### src/rtl/display_pkg.sv
// Shared types and constants for the display path: run states, screen size,
// hold-counter geometry and the axis clamp used by the motion controller.
package display_pkg;

    typedef enum logic [1:0] {
        IDLE  = 2'd0,
        RUN   = 2'd1,
        PAUSE = 2'd2
    } run_state_t;

    localparam int SCREEN_W    = 640;
    localparam int SCREEN_H    = 480;
    localparam int HOLD_W      = 5;
    localparam int HOLD_THRESH = 16;

    // Clamp a signed candidate coordinate into [0, hi]; no wrap-around.
    function automatic logic [9:0] clamp_axis(input logic signed [11:0] v,
                                              input int hi);
        logic signed [11:0] hi_s;
        hi_s = $signed(12'(hi));
        if (v[11])
            return '0;
        else if (v > hi_s)
            return 10'(hi);
        else
            return v[9:0];
    endfunction

endpackage

### src/rtl/rise_detect.sv
// Rising-edge detector for one keyboard command level: one history flop and a
// single-cycle pulse. History clears in reset so a held key fires once after it.
module rise_detect (
    input  logic clk,
    input  logic reset,
    input  logic level_i,
    output logic pulse_o
);

    logic hist_q;

    always_ff @(posedge clk) begin
        if (!reset)
            hist_q <= 1'b0;
        else
            hist_q <= level_i;
    end

    assign pulse_o = level_i & ~hist_q;

endmodule

### src/rtl/motion_ctrl.sv
// Object motion sequencer: start/pause/reset FSM from keyboard command keys,
// button-over-keyboard direction arbitration and a clamped per-frame position.
module motion_ctrl #(
    parameter int SCREEN_W = display_pkg::SCREEN_W,
    parameter int SCREEN_H = display_pkg::SCREEN_H,
    parameter int OBJ_SIZE = 16,
    parameter int STEP     = 2,
    parameter int START_X  = 312,
    parameter int START_Y  = 232
) (
    input  logic       clk,
    input  logic       reset,
    input  logic       frame_tick,
    input  logic       btn_up,
    input  logic       btn_down,
    input  logic       btn_left,
    input  logic       btn_right,
    input  logic       key_up,
    input  logic       key_down,
    input  logic       key_left,
    input  logic       key_right,
    input  logic       key_s,
    input  logic       key_p,
    input  logic       key_r,
    input  logic       key_esc,
    output logic [9:0] obj_x,
    output logic [9:0] obj_y,
    output logic [1:0] run_state,
    output logic       moving
);

    import display_pkg::*;

    logic rise_s, rise_p, rise_r, rise_esc;
    logic cmd_s, cmd_p, cmd_r, cmd_esc;

    rise_detect u_rise_s   (.clk(clk), .reset(reset), .level_i(key_s),   .pulse_o(rise_s));
    rise_detect u_rise_p   (.clk(clk), .reset(reset), .level_i(key_p),   .pulse_o(rise_p));
    rise_detect u_rise_r   (.clk(clk), .reset(reset), .level_i(key_r),   .pulse_o(rise_r));
    rise_detect u_rise_esc (.clk(clk), .reset(reset), .level_i(key_esc), .pulse_o(rise_esc));

    // Only the highest-priority command of a cycle acts: ESC > R > P > S.
    assign cmd_esc = rise_esc;
    assign cmd_r   = rise_r & ~rise_esc;
    assign cmd_p   = rise_p & ~rise_r & ~rise_esc;
    assign cmd_s   = rise_s & ~rise_p & ~rise_r & ~rise_esc;

    run_state_t state_q, state_d;

    always_ff @(posedge clk) begin
        if (!reset)
            state_q <= IDLE;
        else
            state_q <= state_d;
    end

    always_comb begin
        state_d = state_q;
        if (cmd_esc) begin
            state_d = IDLE;
        end else begin
            case (state_q)
                IDLE:    if (cmd_s)         state_d = RUN;
                RUN:     if (cmd_p)         state_d = PAUSE;
                PAUSE:   if (cmd_p | cmd_s) state_d = RUN;
                default:                    state_d = IDLE;
            endcase
        end
    end

    always_comb begin
        run_state = state_q;
    end

    logic       use_btn;
    logic       dir_u, dir_d, dir_l, dir_r, any_dir;
    logic       home, do_move;
    logic [11:0] step_w;
    logic signed [11:0] sum_x, sum_y;
    logic [9:0] new_x, new_y;

    logic [9:0]        x_q, x_d, y_q, y_d;
    logic [HOLD_W-1:0] hold_q, hold_d;
    logic              moving_q, moving_d;

    // Any pressed button masks the whole keyboard direction set for the frame.
    assign use_btn = btn_up | btn_down | btn_left | btn_right;
    assign dir_u   = use_btn ? btn_up    : key_up;
    assign dir_d   = use_btn ? btn_down  : key_down;
    assign dir_l   = use_btn ? btn_left  : key_left;
    assign dir_r   = use_btn ? btn_right : key_right;
    assign any_dir = (dir_r ^ dir_l) | (dir_d ^ dir_u);

    // Commands resolve before motion, so a tick moves only if RUN survives them.
    assign home    = cmd_esc | cmd_r;
    assign do_move = frame_tick & (state_q == RUN) & (state_d == RUN) & ~home;

    assign step_w = (hold_q >= HOLD_W'(HOLD_THRESH)) ? 12'(2 * STEP) : 12'(STEP);
    assign sum_x  = $signed({2'b00, x_q}) + (dir_r ? $signed(step_w) : 12'sd0)
                                          - (dir_l ? $signed(step_w) : 12'sd0);
    assign sum_y  = $signed({2'b00, y_q}) + (dir_d ? $signed(step_w) : 12'sd0)
                                          - (dir_u ? $signed(step_w) : 12'sd0);
    assign new_x  = clamp_axis(sum_x, SCREEN_W - OBJ_SIZE);
    assign new_y  = clamp_axis(sum_y, SCREEN_H - OBJ_SIZE);

    always_comb begin
        x_d      = x_q;
        y_d      = y_q;
        hold_d   = hold_q;
        moving_d = moving_q;
        if (home) begin
            x_d = 10'(START_X);
            y_d = 10'(START_Y);
            if (frame_tick)
                moving_d = 1'b0;
        end else if (do_move) begin
            x_d      = new_x;
            y_d      = new_y;
            moving_d = (new_x != x_q) || (new_y != y_q);
            if (!any_dir)
                hold_d = '0;
            else if (hold_q != '1)
                hold_d = hold_q + HOLD_W'(1);
        end else if (frame_tick) begin
            moving_d = 1'b0;
        end
        if ((state_q == RUN) && (state_d != RUN))
            hold_d = '0;
    end

    always_ff @(posedge clk) begin
        if (!reset) begin
            x_q      <= 10'(START_X);
            y_q      <= 10'(START_Y);
            hold_q   <= '0;
            moving_q <= 1'b0;
        end else begin
            x_q      <= x_d;
            y_q      <= y_d;
            hold_q   <= hold_d;
            moving_q <= moving_d;
        end
    end

    assign obj_x  = x_q;
    assign obj_y  = y_q;
    assign moving = moving_q;

endmodule
### config.mk
export PLATFORM = sky130hd
export DESIGN_NAME = motion_ctrl
export DESIGN_NICKNAME = d
export VERILOG_FILES = /design/src/rtl/display_pkg.sv /design/src/rtl/rise_detect.sv /design/src/rtl/motion_ctrl.sv
export SDC_FILE = /design/constraint.sdc
export NUM_CORES = 1
export LEC_CHECK = 0
export ABC_AREA = 1
export CAP_MARGIN = 10
export CORE_ASPECT_RATIO = 1.4
export CORE_UTILIZATION = 55
export DETAILED_ROUTE_END_ITERATION = 7
export PLACE_DENSITY = 0.88
export SLEW_MARGIN = 20
export SYNTH_ARGS = -nofsm -noshare
export SYNTH_HDL_FRONTEND = slang
export SYNTH_SLANG_ARGS = --single-unit
### constraint.sdc
create_clock -name clk -period 6 [get_ports clk]
set_input_delay 0.9 -clock clk [delete_from_list [all_inputs] [get_ports clk]]
set_output_delay 0.9 -clock clk [all_outputs]
set_load 0.01 [all_outputs]
-- Yosys cells after proc, flatten, opt, wreduce, memory -nomap -nowiden
Cells that the tools add are included.
- flip-flop bits (word level): 32
- input port bits: 15
- output and inout port bits: 23
- logic and storage cells: 84
- add/subtract/negate cells: 5
- $lt $le $gt $ge: 3
- equality and inequality tests: 8
- muxes and demuxes: 23
- bitwise operators: 30
- reduce and logical (&&, ||, !) cells: 6
- operators by type and width (kind ; count):
    $mux W10 ; 4
    $sub A11 B3 Y12 ; 2
    $add A10 B3 Y11 ; 2
    $ne A10 B10 Y1 ; 2
    $mux W3 ; 5
    $and A1 B1 Y1 ; 13
    $gt A12 B10 Y1 const B ; 1
    $gt A12 B11 Y1 const B ; 1
    $mux W5 ; 2
    $not A1 Y1 ; 9
    $mux W2 ; 4
    $mux W1 ; 7
    $or A1 B1 Y1 ; 6
    $pmux W2 S3 ; 1
    $add A5 B1 Y5 const B ; 1
    $ge A5 B5 Y1 const B ; 1
    $ne A5 B5 Y1 const B ; 1
    $eq A2 B1 Y1 const B ; 2
    $ne A2 B1 Y1 const B ; 2
    $reduce_or A2 Y1 ; 2
    $reduce_and A3 Y1 ; 1
    $eq A2 B2 Y1 const B ; 1
    $logic_not A2 Y1 ; 1
    $xor A1 B1 Y1 ; 2
    other kinds (2) ; 2

-- Longest topological paths before layout
- word-level depth: 15
- gate-level depth with buffers: 27
- gate-level depth less buffers: 26

-- Hierarchy
From an unflattened synthesis, not the netlist that was laid out.
- cells, all modules: 530
- area total of the unflattened synthesis: 3248.1 um^2
- by module, submodules not included (module ; times used ; cells an instance ; area each (um^2) ; seq. area each (um^2)):
    motion_ctrl ; 1 ; 510 ; 3098.0 ; 560.5
    rise_detect ; 4 ; 5 ; 37.5 ; 20.0

-- Least setup slack after synthesis
OpenSTA, ideal clock, no wires.
- path type: input -> register
- start point: input port btn_left
- end point: register moving_q, in the netlist moving
- library setup time: 0.116 ns
- arrival time: 3.773 ns
- required time: 5.884 ns
- setup slack: 2.112 ns
- cell stages on the path: 22
- path buffers: 0
- cell sequence: nor4_1 -> a21oi_1 -> nor2_1 -> fa_1 -> fa_1 -> inv_1 -> nand3_1 -> nand2_2 -> nand2_2 -> nand3_1 -> nand2_2 -> nor2_8 -> and2_4 -> nand2_1 -> nand2_1 -> nand2_1 -> nor2_1 -> nand2_1 -> nor2_1 -> nand3_1 -> nand2_1 -> a21oi_2
- cells in the longest elaborated chain, start to end: 13
- elaborated cells between the ends (all ways): 25
- classes of those cells: 4 x add/sub; 2 x order compare; 2 x eq/ne; 14 x mux; 2 x bitwise; 1 x reduce/logical
- RTL lines (element ; RTL line ; text):
    start, declared ; motion_ctrl.sv:16 ; input logic btn_left,
    $or A1 B1 Y1 (2 in a row) ; motion_ctrl.sv:87 ; assign use_btn = btn_up | btn_down | btn_left | btn_right;
    $mux W1 (on tied branches) ; motion_ctrl.sv:91, motion_ctrl.sv:89 ;
    $mux W3 (on tied branches) ; motion_ctrl.sv:99, motion_ctrl.sv:101 ;
    $add A10 B3 Y11 (on tied branches) ; motion_ctrl.sv:99, motion_ctrl.sv:101 ;
    $sub A11 B3 Y12 (on tied branches) ; motion_ctrl.sv:100, motion_ctrl.sv:102 ;
    $gt A12 B11 Y1 or $gt A12 B10 Y1 (tied branches) ; display_pkg.sv:23 ; else if (v > hi_s)
    $mux W10 ; display_pkg.sv:23 ;
    $mux W10 ; display_pkg.sv:21 ; if (v[11])
    $ne A10 B10 Y1 ; motion_ctrl.sv:119 ; moving_d = (new_x != x_q) || (new_y != y_q);
    $logic_or A1 B1 Y1 (*) ; motion_ctrl.sv:119 ;
    $mux W1 (*) ; motion_ctrl.sv:116 ; end else if (do_move) begin
    $mux W1 (*) ; motion_ctrl.sv:111 ; if (home) begin
    end signal, assigned ; motion_ctrl.sv:141 ; moving_q <= moving_d;
    end, declared ; motion_ctrl.sv:84 ; logic moving_q, moving_d;
Mark *: on every way between the ends. The rest lies on a longest branch, timed or not.
A chain may end at the register's enable or synchronous reset.

-- Final worst setup path
Same ends and word-level chain as after synthesis.

==> qor.yml <==
worst_setup_path:
  path_cells: "clkdlybuf4s50_1, nor4_1, a21oi_1, nor2_1, fa_1, fa_1, inv_1, nand3_1, nand2_1, nand3_1, nand2_1, nand2_1, nand2_1, nand3_1, inv_1, nand3_2, nand2_1, nand2_1, nor2_1, nand2_1, nor2_1, nand3_1, nand2_1, a21oi_2"
  crit_cells: 24
  end_kind: "flop"
  crit-reg2reg-launch: "hold_q[4]$_SDFFE_PP0P_"
  endpoint: "moving$_SDFF_PN0_"
  path_buf_inv: 3
  worstPathMaxFanout: 14
  critPathRequiredTime_ns: 6.18
  cp-startpoint: "btn_left"
  r2r_end: "moving$_SDFF_PN0_"
  slowest_delay_ns: 0.48
  cp.arrival_ns: 4.88
  cp_top_family: "simple AND/OR/NAND/NOR gates"
  critical_path_class: "input port to flop"
  cpMaxStageDelayCell: "fa_1"
  startpoint_type: "input port"
  crit_top_cell: "nand2_1"
  r2r_cells: 22
  reg2reg_slack_ns: 2.36
logic_synthesis:
  synth_nets: 565
  yosys_warnings: 0
  synth_seq_cells: 32
  ys_async_sr_fraction: 0
  synth_edf_count: 0
  yosys-top-cells-count: "156 x nand2_1, 92 x inv_1, 44 x nand3_1"
  yosys.cell_count.top_type: "nand2_1"
  synthesis.area_um2: 3227
  synth.top_cell.area_share: 0.1985
  syn_area_per_cell_um2: 6.194
  synthTopCellsByArea: "dfxtp_1 20%, nand2_1 18%, inv_1 11%"
  postSynthCellCount: 521
  synth_cell_types: 38
  yosys.area.top_type: "dfxtp_1"
  synth_flop_cell: "dfxtp_1"
  synth_seq_area_share: 0.1985
sta:
  setup_viol: 0
  fin_skew_ns: 0.007268
  hold_viol_final: 0
  grt_setup_unrepaired: "no"
  fin_crit_ns: 4.699
  setup_slack_ns: 1.301
  worstMarginPinSlew_ns: 0.8159
  finalMaxSlewViolations: 0
  fin_crit_sh: 0.7832
  fmax_ghz: 0.2128
  max_slew_margin: 0.4544
  fin_setup_tns_ns: 0
placed_design:
  dpl.hpwl_um: 6246
  gp_congestion: 0.9594
  dp_slack_ns: 1.019
  io_buffers: 37
power_and_ir_drop:
  vdd_drop_max_v: 0.0001041
  p_leak_nw: 1.989
  power_density_nw_per_um2: 133.1
  power.total_uw: 498.3
final_layout:
  syn_to_final_growth_pct: 15.98
  drive_gt1_frac: 0.07885
  multiInputGateArea_um2: 2171
  post-route-util: 0.6724
  antenna_cells: 0
  fin_nets: 601
  fill_cells: 504
  regArea_um2: 640.6
die:
  start_util: 0.5798
  rows: 32
  die_x_um: 66.74
  pin_count: 38
  fp.dieH_um: 92.63
  design.core.area_um2: 5565
  die_area_um2: 6182
routing:
  drc_errors: 0
  drt-total-wl_um: 7756
  drtAntennaViolNets: 0
  num_vias: 3377
  drtPass1Iterations: 6
  viasPerCell: 5.395
  wl_per_cell_um: 12.39
  drtIter0Drc: 168
clock_tree:
  clkSinkCount: 32
  cts_tree: "built"
  clock_latency_ns: 0.29
  cts-root-buf: "clkbuf_8"
  clk_pin_slew_worst_paths_ns: 0.07
  postCtsHoldBufs: 0
  cts_setup_buffers: 0
  cts_max_path_buffers: 2
  numCtsBuffers: 5
  ctsResizeCount: 0
  htreeDepth: 2
run_status:
  status: "finished clean"
global_route:
  grt_max_degree: 24
  grt_overflow: 0
  grt_util_all_layers: 0.2682
  grt_pass1_vias: 3194
  antenna_found_initial: 0
  grt_pass1_wl_um: 13020
worst_hold_path:
  hold_path_class: "flop to flop"
run:
  maxCapViolations: 0
## how the worst min path moves through the flow
stage,startpoint,endpoint,depth (start not counted)
after floorplan,hold_q[1]$_SDFFE_PP0P_,hold_q[1]$_SDFFE_PP0P_,2
after global placement,moving$_SDFF_PN0_,moving$_SDFF_PN0_,2
after detailed placement,moving$_SDFF_PN0_,moving$_SDFF_PN0_,2
after CTS,moving$_SDFF_PN0_,moving$_SDFF_PN0_,2
after global routing,moving$_SDFF_PN0_,moving$_SDFF_PN0_,2
final,moving$_SDFF_PN0_,moving$_SDFF_PN0_,2
## tightest hold or removal path: cells and delay by family (launching register included)
family | cells | cell delay [ns]
flops | 1 | 0.31
simple gates | 1 | 0.08
compound gates | 1 | 0.05
## where the power goes
group          total (mW)  leakage (nW)  internal (mW)  switching [mW]
Combinational      0.0777          1.68         0.0328          0.0449
Clock               0.206        0.0541          0.123          0.0828
Sequential          0.215         0.259          0.214        0.000735
Total               0.498          1.99          0.370           0.128
## cell families (layout without fill, tap and decap cells)
kind of cell	Yosys count	in the layout	share of synthesized area
XOR/XNOR	7	7	0.02133
AO/OA/AOI/OAI	61	61	0.1059
buffers and inverters	104	141	0.1287
AND/OR/NAND/NOR	288	288	0.4192
adder cells (fa/ha/maj)	29	29	0.1264
flip-flops	32	32	0.1985
## registers in the layout (all words and copies together) (netlist names)
register           count
obj_x                 10
run_state              2
u_rise_r.hist_q        1
u_rise_esc.hist_q      1
u_rise_p.hist_q        1
moving                 1
u_rise_s.hist_q        1
hold_q                 5
obj_y                 10
## routing by layer
layer	up-vias	wire, um	track usage
li1	1716	-	-
met1	1544	3166	0.2938
met2	95	4077	0.5017
met3	22	294	0.02833
met4	0	218	0.1117
met5	-	0	0
## area by class of cell
| class | count | share of cell area |
|---|---|---|
| Sequential cell | 32 | 0.1712 |
| Clock inverter | 3 | 0.01137 |
| Timing Repair Buffer | 38 | 0.1010 |
| Multi-Input combinational cell | 385 | 0.5801 |
| Tap cell | 68 | 0.02273 |
| Inverter | 95 | 0.09529 |
| Clock buffer | 5 | 0.01839 |
## placed cells by master, fill, tap and decap left out, drive strengths merged, types with 2 or more instances in the layout
cell           instances
ha                    23
o21ai                 20
a211oi                 2
nand3                 51
clkbuf                 5
nor3                   5
dfxtp                 32
nand2                167
nand3b                 6
clkdlybuf4s50         37
a21oi                 33
inv                   95
fa                     6
o21bai                 2
nor2                  41
nand4                 14
nor3b                  2
xor2                   7
## through the flow
stage / cell area [um^2] / hold slack (ns) / instances
CTS: 3742 / 0.4827 / 626
detailed placement: 3631 / 0.4730 / 618
finish: 3742 / 0.4811 / 626
global route: 3742 / 0.5178 / 626
floorplan: 3227 / 0.4826 / 521
global placement: 3631 / 0.4721 / 618
Note: power is estimated with default switching activity, not from simulation.
